### src/rtl/hazard_stall_unit_if.sv
// Hazard-unit bundle: decode/EX/MEM hazard inputs in, pipeline control words out.
// Signal names are taken from the hazard unit's point of view.
interface hazard_stall_unit_if;
  logic [4:0] ID_rs1_i;
  logic [4:0] ID_rs2_i;
  logic       ID_uses_rs1_i;
  logic       ID_uses_rs2_i;
  logic [4:0] EX_rd_i;
  logic [6:0] EX_opcode_i;
  logic       EX_br_taken_i;
  logic       IF_imem_pending_i;
  logic       MEM_dmem_req_i;
  logic       MEM_dmem_resp_i;

  logic       pc_load_o;
  logic       IF_ID_load_o;
  logic       ID_EX_load_o;
  logic       EX_MEM_load_o;
  logic       MEM_WB_load_o;
  logic       ID_EX_bubble_o;
  logic       IF_ID_flush_o;
  logic       ID_EX_flush_o;

  modport slave (
    input  ID_rs1_i, ID_rs2_i, ID_uses_rs1_i, ID_uses_rs2_i, EX_rd_i, EX_opcode_i,
           EX_br_taken_i, IF_imem_pending_i, MEM_dmem_req_i, MEM_dmem_resp_i,
    output pc_load_o, IF_ID_load_o, ID_EX_load_o, EX_MEM_load_o, MEM_WB_load_o,
           ID_EX_bubble_o, IF_ID_flush_o, ID_EX_flush_o
  );

  modport master (
    output ID_rs1_i, ID_rs2_i, ID_uses_rs1_i, ID_uses_rs2_i, EX_rd_i, EX_opcode_i,
           EX_br_taken_i, IF_imem_pending_i, MEM_dmem_req_i, MEM_dmem_resp_i,
    input  pc_load_o, IF_ID_load_o, ID_EX_load_o, EX_MEM_load_o, MEM_WB_load_o,
           ID_EX_bubble_o, IF_ID_flush_o, ID_EX_flush_o
  );
endinterface

### src/rtl/hazard_stall_unit.sv
// Stall/flush controller for the 5-stage rv32i pipeline, with saturating
// stall, bubble and flush performance counters.
module hazard_stall_unit #(
  parameter int CNT_W = 32
) (
  input  logic             clk,
  input  logic             rst,
  hazard_stall_unit_if.slave hz,
  output logic [CNT_W-1:0] stall_cnt_o,
  output logic [CNT_W-1:0] bubble_cnt_o,
  output logic [CNT_W-1:0] flush_cnt_o
);

  localparam logic [0:0] RUN     = 1'b0;
  localparam logic [0:0] DRAIN   = 1'b1;
  localparam logic [6:0] OP_LOAD = 7'b0000011;

  logic [0:0]       state_q, state_d;
  logic [CNT_W-1:0] stallCnt_q, stallCnt_d;
  logic [CNT_W-1:0] bubbleCnt_q, bubbleCnt_d;
  logic [CNT_W-1:0] flushCnt_q, flushCnt_d;
  logic             dstall, loadUse;

  function automatic logic [CNT_W-1:0] satInc(input logic [CNT_W-1:0] v, input logic en);
    return (en && (v != '1)) ? v + CNT_W'(1) : v;
  endfunction

  assign dstall  = hz.MEM_dmem_req_i & ~hz.MEM_dmem_resp_i;
  assign loadUse = (hz.EX_opcode_i == OP_LOAD) && (hz.EX_rd_i != 5'd0) &&
                   ((hz.ID_uses_rs1_i && (hz.ID_rs1_i == hz.EX_rd_i)) ||
                    (hz.ID_uses_rs2_i && (hz.ID_rs2_i == hz.EX_rd_i)));

  // Priority: dstall freezes everything, a taken branch beats any decode hazard,
  // and in DRAIN the decode slot is wrong path so load-use is irrelevant.
  always_comb begin
    hz.pc_load_o      = 1'b1;
    hz.IF_ID_load_o   = 1'b1;
    hz.ID_EX_load_o   = 1'b1;
    hz.EX_MEM_load_o  = 1'b1;
    hz.MEM_WB_load_o  = 1'b1;
    hz.ID_EX_bubble_o = 1'b0;
    hz.IF_ID_flush_o  = 1'b0;
    hz.ID_EX_flush_o  = 1'b0;

    if (rst || dstall) begin
      hz.pc_load_o     = 1'b0;
      hz.IF_ID_load_o  = 1'b0;
      hz.ID_EX_load_o  = 1'b0;
      hz.EX_MEM_load_o = 1'b0;
      hz.MEM_WB_load_o = 1'b0;
    end else if (hz.EX_br_taken_i) begin
      hz.IF_ID_flush_o = 1'b1;
      hz.ID_EX_flush_o = 1'b1;
    end else if (state_q == DRAIN) begin
      hz.pc_load_o     = 1'b0;
      hz.IF_ID_flush_o = 1'b1;
    end else if (loadUse) begin
      hz.pc_load_o      = 1'b0;
      hz.IF_ID_load_o   = 1'b0;
      hz.ID_EX_bubble_o = 1'b1;
    end else if (hz.IF_imem_pending_i) begin
      hz.pc_load_o     = 1'b0;
      hz.IF_ID_flush_o = 1'b1;
    end
  end

  // DRAIN is left as soon as the stale fetch returns, even while MEM is stalled.
  always_comb begin
    state_d = state_q;
    if (state_q == DRAIN) begin
      state_d = hz.IF_imem_pending_i ? DRAIN : RUN;
    end else if (!dstall && hz.EX_br_taken_i && hz.IF_imem_pending_i) begin
      state_d = DRAIN;
    end
  end

  always_comb begin
    stallCnt_d  = satInc(stallCnt_q, ~hz.pc_load_o);
    bubbleCnt_d = satInc(bubbleCnt_q, hz.ID_EX_bubble_o);
    flushCnt_d  = satInc(flushCnt_q, hz.ID_EX_flush_o);
  end

  always_ff @(posedge clk) begin
    if (rst) begin
      state_q     <= RUN;
      stallCnt_q  <= '0;
      bubbleCnt_q <= '0;
      flushCnt_q  <= '0;
    end else begin
      state_q     <= state_d;
      stallCnt_q  <= stallCnt_d;
      bubbleCnt_q <= bubbleCnt_d;
      flushCnt_q  <= flushCnt_d;
    end
  end

  assign stall_cnt_o  = stallCnt_q;
  assign bubble_cnt_o = bubbleCnt_q;
  assign flush_cnt_o  = flushCnt_q;

endmodule

### src/flat_wrapper.sv
// flat-port wrapper written by rule: the top's interface ports become plain ports
module hazard_stall_unit_flat 
#(
  parameter int CNT_W = 32
)
  (clk, rst, stall_cnt_o, bubble_cnt_o, flush_cnt_o, hz_ID_rs1_i, hz_ID_rs2_i, hz_ID_uses_rs1_i, hz_ID_uses_rs2_i, hz_EX_rd_i, hz_EX_opcode_i, hz_EX_br_taken_i, hz_IF_imem_pending_i, hz_MEM_dmem_req_i, hz_MEM_dmem_resp_i, hz_pc_load_o, hz_IF_ID_load_o, hz_ID_EX_load_o, hz_EX_MEM_load_o, hz_MEM_WB_load_o, hz_ID_EX_bubble_o, hz_IF_ID_flush_o, hz_ID_EX_flush_o);
  hazard_stall_unit_if hz_i ();
  input  logic clk;
  input  logic rst;
  output logic [CNT_W-1:0] stall_cnt_o;
  output logic [CNT_W-1:0] bubble_cnt_o;
  output logic [CNT_W-1:0] flush_cnt_o;
  input wire logic [$bits(hz_i.ID_rs1_i)-1:0] hz_ID_rs1_i;
  input wire logic [$bits(hz_i.ID_rs2_i)-1:0] hz_ID_rs2_i;
  input wire logic [$bits(hz_i.ID_uses_rs1_i)-1:0] hz_ID_uses_rs1_i;
  input wire logic [$bits(hz_i.ID_uses_rs2_i)-1:0] hz_ID_uses_rs2_i;
  input wire logic [$bits(hz_i.EX_rd_i)-1:0] hz_EX_rd_i;
  input wire logic [$bits(hz_i.EX_opcode_i)-1:0] hz_EX_opcode_i;
  input wire logic [$bits(hz_i.EX_br_taken_i)-1:0] hz_EX_br_taken_i;
  input wire logic [$bits(hz_i.IF_imem_pending_i)-1:0] hz_IF_imem_pending_i;
  input wire logic [$bits(hz_i.MEM_dmem_req_i)-1:0] hz_MEM_dmem_req_i;
  input wire logic [$bits(hz_i.MEM_dmem_resp_i)-1:0] hz_MEM_dmem_resp_i;
  output wire logic [$bits(hz_i.pc_load_o)-1:0] hz_pc_load_o;
  output wire logic [$bits(hz_i.IF_ID_load_o)-1:0] hz_IF_ID_load_o;
  output wire logic [$bits(hz_i.ID_EX_load_o)-1:0] hz_ID_EX_load_o;
  output wire logic [$bits(hz_i.EX_MEM_load_o)-1:0] hz_EX_MEM_load_o;
  output wire logic [$bits(hz_i.MEM_WB_load_o)-1:0] hz_MEM_WB_load_o;
  output wire logic [$bits(hz_i.ID_EX_bubble_o)-1:0] hz_ID_EX_bubble_o;
  output wire logic [$bits(hz_i.IF_ID_flush_o)-1:0] hz_IF_ID_flush_o;
  output wire logic [$bits(hz_i.ID_EX_flush_o)-1:0] hz_ID_EX_flush_o;
  assign hz_i.ID_rs1_i = hz_ID_rs1_i;
  assign hz_i.ID_rs2_i = hz_ID_rs2_i;
  assign hz_i.ID_uses_rs1_i = hz_ID_uses_rs1_i;
  assign hz_i.ID_uses_rs2_i = hz_ID_uses_rs2_i;
  assign hz_i.EX_rd_i = hz_EX_rd_i;
  assign hz_i.EX_opcode_i = hz_EX_opcode_i;
  assign hz_i.EX_br_taken_i = hz_EX_br_taken_i;
  assign hz_i.IF_imem_pending_i = hz_IF_imem_pending_i;
  assign hz_i.MEM_dmem_req_i = hz_MEM_dmem_req_i;
  assign hz_i.MEM_dmem_resp_i = hz_MEM_dmem_resp_i;
  assign hz_pc_load_o = hz_i.pc_load_o;
  assign hz_IF_ID_load_o = hz_i.IF_ID_load_o;
  assign hz_ID_EX_load_o = hz_i.ID_EX_load_o;
  assign hz_EX_MEM_load_o = hz_i.EX_MEM_load_o;
  assign hz_MEM_WB_load_o = hz_i.MEM_WB_load_o;
  assign hz_ID_EX_bubble_o = hz_i.ID_EX_bubble_o;
  assign hz_IF_ID_flush_o = hz_i.IF_ID_flush_o;
  assign hz_ID_EX_flush_o = hz_i.ID_EX_flush_o;
  hazard_stall_unit #(.CNT_W(CNT_W)) u_core (.clk(clk), .rst(rst), .hz(hz_i), .stall_cnt_o(stall_cnt_o), .bubble_cnt_o(bubble_cnt_o), .flush_cnt_o(flush_cnt_o));
endmodule
### config.mk
export PLATFORM = sky130hd
export DESIGN_NAME = hazard_stall_unit_flat
export DESIGN_NICKNAME = d
export VERILOG_FILES = /design/src/rtl/hazard_stall_unit_if.sv /design/src/rtl/hazard_stall_unit.sv /design/src/flat_wrapper.sv
export SDC_FILE = /design/constraint.sdc
export NUM_CORES = 1
export LEC_CHECK = 0
export ABC_AREA = 1
export BUFFER_PORTS_ARGS = -buffer_cell sky130_fd_sc_hd__buf_2
export CORE_MARGIN = 2
export CORE_UTILIZATION = 55
export CTS_BUF_LIST = sky130_fd_sc_hd__clkbuf_16
export DETAILED_ROUTE_END_ITERATION = 6
export HOLD_SLACK_MARGIN = 0.1
export PLACE_DENSITY_LB_ADDON = 0.1
export SETUP_SLACK_MARGIN = 0.1
export SLEW_MARGIN = 5
export SYNTH_ARGS = -nofsm -noshare
export SYNTH_HDL_FRONTEND = slang
export SYNTH_SLANG_ARGS = --single-unit
### constraint.sdc
create_clock -name clk -period 1.95 [get_ports clk]
set_input_delay 0.0975 -clock clk [delete_from_list [all_inputs] [get_ports clk]]
set_output_delay 0.0975 -clock clk [all_outputs]
set_load 0.01 [all_outputs]
# Word-level counts from Yosys, hierarchy flattened
# Cells that the tools add are included.
classes:
  div_mod_pow: 0
  n_reduce_logical: 13
  n_mul: 0
  mux: 23
  addsub: 3
  bitwise_logic: 3
  n_lt_le_gt_ge: 0
  shift: 0
  eq_ne: 6
ops:
  columns: ["cell", "count"]
  rows:
  - ["32-bit by 1-bit adder with 32-bit output, second input constant", 3]
  - ["32-bit != test, second input constant", 3]
  - ["1-bit two-way mux", 23]
  - ["5-bit == test", 2]
  - ["1-bit logical AND", 9]
  - ["7-bit by 2-bit == test with 1-bit output, second input constant", 1]
  - ["5-bit nonzero test", 1]
  - ["1-bit logical OR", 2]
  - ["1-bit NOT", 2]
  - ["1-bit bitwise AND", 1]
  - ["1-bit logical NOT", 1]
word_totals:
  mem_bits_ro: 0
  output_inout_bits: 104
  reg_bits: 97
  word_cells: 52
  latch_bits: 0
  ramBits: 0
  memories: 0
  in_bits: 30

# Longest topological paths before layout
depth:
  ltp_word: 10
  ltp_mapped: 13
  ltp_nobuf: 12

# Least setup slack after synthesis
# OpenSTA, ideal clock, no wires.
synth_timing:
  path_type: "flip-flop to flip-flop"
  start: "register u_core.bubbleCnt_q[0], in the netlist u_core.bubble_cnt_o[0]"
  end: "register u_core.bubbleCnt_q[26], in the netlist u_core.bubble_cnt_o[26]"
  setup_ns: 0.115
  stages_incl_launch_ff: 12
  setup_slack_ns: 0.127
  path_buffers: 1
  arrival_time_ns: 1.708
  synth_period_minus_slack_ns: 1.823
  required_ns: 1.835
  path_cell_list: "dfxtp_1 > ha_1 > nand3_2 > nor2_4 > nand4_4 > nor2_4 > nand2_4 > nor2_4 > nor2_4 > buf_8 > a21oi_1 > nor2_1"
synth_between:
  elab_chain_cells: 2
  word_cells_on_any_way: 3
  classes_between: "add/sub: 1; eq/ne: 1; reduce/logical: 1"
synth_rtl:
  columns: ["element", "line", "text"]
  rows:
  - ["start: declaration", "hazard_stall_unit.sv:20", "logic [CNT_W-1:0] bubbleCnt_q, bubbleCnt_d;"]
  - ["start signal: assignment", "hazard_stall_unit.sv:92", "bubbleCnt_q <= bubbleCnt_d;"]
  - ["branches (longest 2 deep; another with 32-bit by 1-bit adder with 32-bit output)", null, null]
# Several ways; the timed one is not identified.
# A chain may end at the register's enable or synchronous reset.

# Worst setup path after layout
layout_timing:
  start: "register u_core.bubbleCnt_q[1], in the netlist u_core.bubble_cnt_o[1]"
  end: "register u_core.bubbleCnt_q[31], in the netlist u_core.bubble_cnt_o[31]"
# Same word-level chain as after synthesis.

==> results.sh <==
export IMPL_num_antenna_cells=0
export IMPL_layout_drive_gt1_share_pct=26.9
export IMPL_io_buffer_count=133
export IMPL_min_delay_worst_endpoint="u_core.bubble_cnt_o[24]$_SDFFE_PP0P_"
export IMPL_final_net_count=1226
export IMPL_worstHoldPathType="in -> reg"
export IMPL_seq_total_area_yosys_pct=31.1
export IMPL_post_route_period_util_pct=93.9
export IMPL_grt_pass1_vias=6227
export IMPL_post_route_util_pct=73.4
export IMPL_layout_cells_most_common_list="nand2_1 (306), nor2_1 (142), buf_2 (133), inv_1 (89), dfxtp_1 (81)"
export IMPL_globalRouteTotalUtil_pct=27.9
export IMPL_placement_cell_area_um2=7290
export IMPL_ys_ff_latch=97
export IMPL_grt_pass1_wl_mm=28.7
export IMPL_mean_instance_size_in_the_synthesized_netlist_um2=6.22
export IMPL_row_count=38
export IMPL_vdd_ir_drop_worst_v=0.000488
export IMPL_number_of_endpoints_failing_setup_at_the_final_stage=0
export IMPL_synth_cell_area_um2=6240
export IMPL_timing_rr_start="u_core.bubble_cnt_o[1]$_SDFFE_PP0P_"
export IMPL_yosys_area_top_type="dfxtp_1"
export IMPL_worst_r2r_cell_count=12
export IMPL_crit_fanout=8
export IMPL_min_delay_path_depth=3
export IMPL_postSynthNetCount=1035
export IMPL_syn_inst=1002
export IMPL_critical_path_required_ns=2.25
export IMPL_cp_cell_sequence="ha_4 -> nand3_2 -> nor2_4 -> buf_6 -> nand4_4 -> nor2_4 -> nand2_4 -> nor2_4 -> nor2_4 -> nand3_1 -> nand2_1 -> nor2_1"
export IMPL_worst_slew_margin_rel_pct=61.7
export IMPL_cp_common_cell="nor2_4"
export IMPL_drt_drc_violations_left=0
export IMPL_cts_path_max_buffers=2
export IMPL_final_antenna_net_count=0
export IMPL_drv_max_cap_violation_count=0
export IMPL_drt_pass1_iter_count=5
export IMPL_totalNegativeSetupSlack_ns=0
export IMPL_cp_slowest_stage_delay_ns=0.39
export IMPL_finalNonFillerCells=1338
export IMPL_cp_start_kind="flop"
export IMPL_pin_count_of_the_biggest_net_entering_global_routing=50
export IMPL_timing_critical_path_slowest_stage_cell="dfxtp_4"
export IMPL_drt_initial_drc_count=786
export IMPL_worst_hold_startpoint="rst"
export IMPL_cts_tree="done"
export IMPL_wire_per_inst_um=14.0
export IMPL_start_util_pct=57.0
export IMPL_cts_sinks=97
export IMPL_dr_total_vias=7285
export IMPL_die_area_um2=12200
export IMPL_yosysUniqueCellTypes=35
export IMPL_mostFrequentLayoutCell="nand2_1"
export IMPL_worstPathArrival_ns=2.13
export IMPL_boundaryPins=134
export IMPL_dpl_cell_count=1299
export IMPL_cell_area_after_layout_um2=8020
export IMPL_achievable_frequency_mhz=546
export IMPL_number_of_fillers_in_the_final_layout=904
export IMPL_crit_path_end_kind="flop"
export IMPL_root_buffer="clkbuf_16"
export IMPL_proportion_of_netlist_area_held_by_the_largest_area_contributor_pct=31.1
export IMPL_route_final_wire_length_mm=18.7
export IMPL_status="finished, final reports clean"
export IMPL_yosys_top_cells_area="dfxtp_1 (31%), nand2_1 (19%), nor2_1 (9.4%), a21oi_1 (6.7%), inv_1 (5.3%)"
export IMPL_clock_latency_ns=0.36
export IMPL_die_h_um=110
export IMPL_critical_setup_path_kind="reg -> reg"
export IMPL_finalWorstPathRequiredPeriod_ns=1.83
export IMPL_design_core_area_um2=10900
export IMPL_horizontal_extent_of_the_die_um=110
export IMPL_rrSetupSlack_ns=0.12
export IMPL_gp_congestion=0.964
export IMPL_pwr_density_cell_nw_per_um2=507
export IMPL_antenna_found_initial=0
export IMPL_rsz0062_at_grt="true"
export IMPL_total_cts_buffers=9
export IMPL_hpwlAfterDp_mm=12.6
export IMPL_grt_ovfl_total=0
export IMPL_worst_pin_slew_ns=0.573
export IMPL_viasPerCell=5.44
export IMPL_clock_skew_ns=0.00849
export IMPL_clock_pin_transition_on_the_worst_setup_and_hold_timing_paths_ns=0.07
export IMPL_count_of_h_tree_levels_built_during_cts=3
export IMPL_final_max_slew_violation_count=0
export IMPL_yosysWarnings=0
export IMPL_rr_endpoint="u_core.bubble_cnt_o[31]$_SDFFE_PP0P_"
export IMPL_critical_path_n_buffers_inverters=1
export IMPL_cellLeakagePower_nw=3.62
export IMPL_timing_critical_path_max_delay_family="simple AND/OR/NAND/NOR gates"
export IMPL_hold_violations=0
export IMPL_areaGrowthSynthToFinish_pct=28.6
## registers in the layout (all words and copies together) (netlist names)
signal	flops
u_core.state_q	1
u_core.bubble_cnt_o	32
u_core.stall_cnt_o	32
u_core.flush_cnt_o	32
## cells by family (layout without fill, tap and decap cells)
group	count (synthesis)	count (layout)	share of synthesized area [%]
AOI/OAI and AO/OA	95	95	7.66
xor gates and xnor gates	30	30	4.21
adders and majority gates	3	3	0.602
buffers and inverters	132	322	9.65
DFF	97	97	31.1
and+or+nand+nor	645	651	46.7
## stage by stage
stage / hold slack [ns] / total power [mW] / setup WS (ns)
global route: 0.402 / 4.20 / -0.0111
CTS: 0.360 / 4.06 / 0.107
finish: 0.357 / 4.07 / 0.119
detailed placement: 0.390 / 2.32 / -0.0709
global placement: 0.378 / 2.31 / 0.00373
floorplan: 0.240 / 2.23 / 0.127
## tightest hold or removal path: stages
cell	delay (ns)
buf_2	0.11
buf_4	0.29
nor2_1	0.16
## synthesized netlist by cell type, drive strengths merged
| cell | n |
|---|---|
| nor2 | 172 |
| and2 | 1 |
| nand3b | 12 |
| nor3b | 4 |
| xnor2 | 8 |
| clkbuf | 13 |
| nor4 | 2 |
| nand3 | 69 |
| inv | 96 |
| nor3 | 24 |
| nand4 | 46 |
| a21oi | 83 |
| and3 | 2 |
| o21bai | 1 |
| xor2 | 22 |
| ha | 3 |
| dfxtp | 97 |
| buf | 23 |
| o21ai | 11 |
| nand2 | 313 |
## power by group
| group | switching [mW] | internal [mW] | total (mW) |
|---|---|---|---|
| clock | 0.795 | 0.981 | 1.78 |
| combinational | 0.187 | 0.104 | 0.290 |
| sequential | 0.0112 | 1.99 | 2.00 |
## metal layers
metal | global-route usage [%] | routed length (um) | vias up
li1 | - | - | 3608
met2 | 44.4 | 8440 | 332
met3 | 5.54 | 1450 | 50
met4 | 8.42 | 489 | 0
met5 | 0 | 0 | -
met1 | 38.4 | 8290 | 3295
## how the worst max path moves through the flow
stage / endpoint / slack, ns / startpoint / cells past startpoint
after floorplan: u_core.bubble_cnt_o[26]$_SDFFE_PP0P_ / 0.13 / u_core.bubble_cnt_o[0]$_SDFFE_PP0P_ / 11
after global placement: u_core.bubble_cnt_o[22]$_SDFFE_PP0P_ / 0.004 / u_core.bubble_cnt_o[1]$_SDFFE_PP0P_ / 11
after detailed placement: u_core.bubble_cnt_o[23]$_SDFFE_PP0P_ / -0.07 / u_core.bubble_cnt_o[1]$_SDFFE_PP0P_ / 11
after CTS: u_core.flush_cnt_o[14]$_SDFFE_PP0P_ / 0.11 / u_core.flush_cnt_o[1]$_SDFFE_PP0P_ / 11
after global routing: u_core.bubble_cnt_o[31]$_SDFFE_PP0P_ / -0.01 / u_core.bubble_cnt_o[0]$_SDFFE_PP0P_ / 10
final: u_core.bubble_cnt_o[31]$_SDFFE_PP0P_ / 0.12 / u_core.bubble_cnt_o[1]$_SDFFE_PP0P_ / 12
## cell type report
cell class                 count  area, um^2  share of cell area (%)
tap                          140         175                    2.18
clock inverter                 7        62.6                   0.780
sequential                    97        1970                    24.5
timing repair buffer         210        1270                    15.9
multi-input combinational    779        3950                    49.3
inverter                      96         365                    4.55
clock buffer                   9         225                    2.81
## what timing repair did
item                                    in CTS  in global routing
gates cloned                                 1                  5
hold endpoints to repair                     1                  0
endpoints found under the setup margin      51                 74
setup buffers                                1                 14
hold buffers                                 2                  0
pin swaps                                    1                 23
resized for setup                            4                 75
No activity file was read; power rests on OpenSTA's default activity.
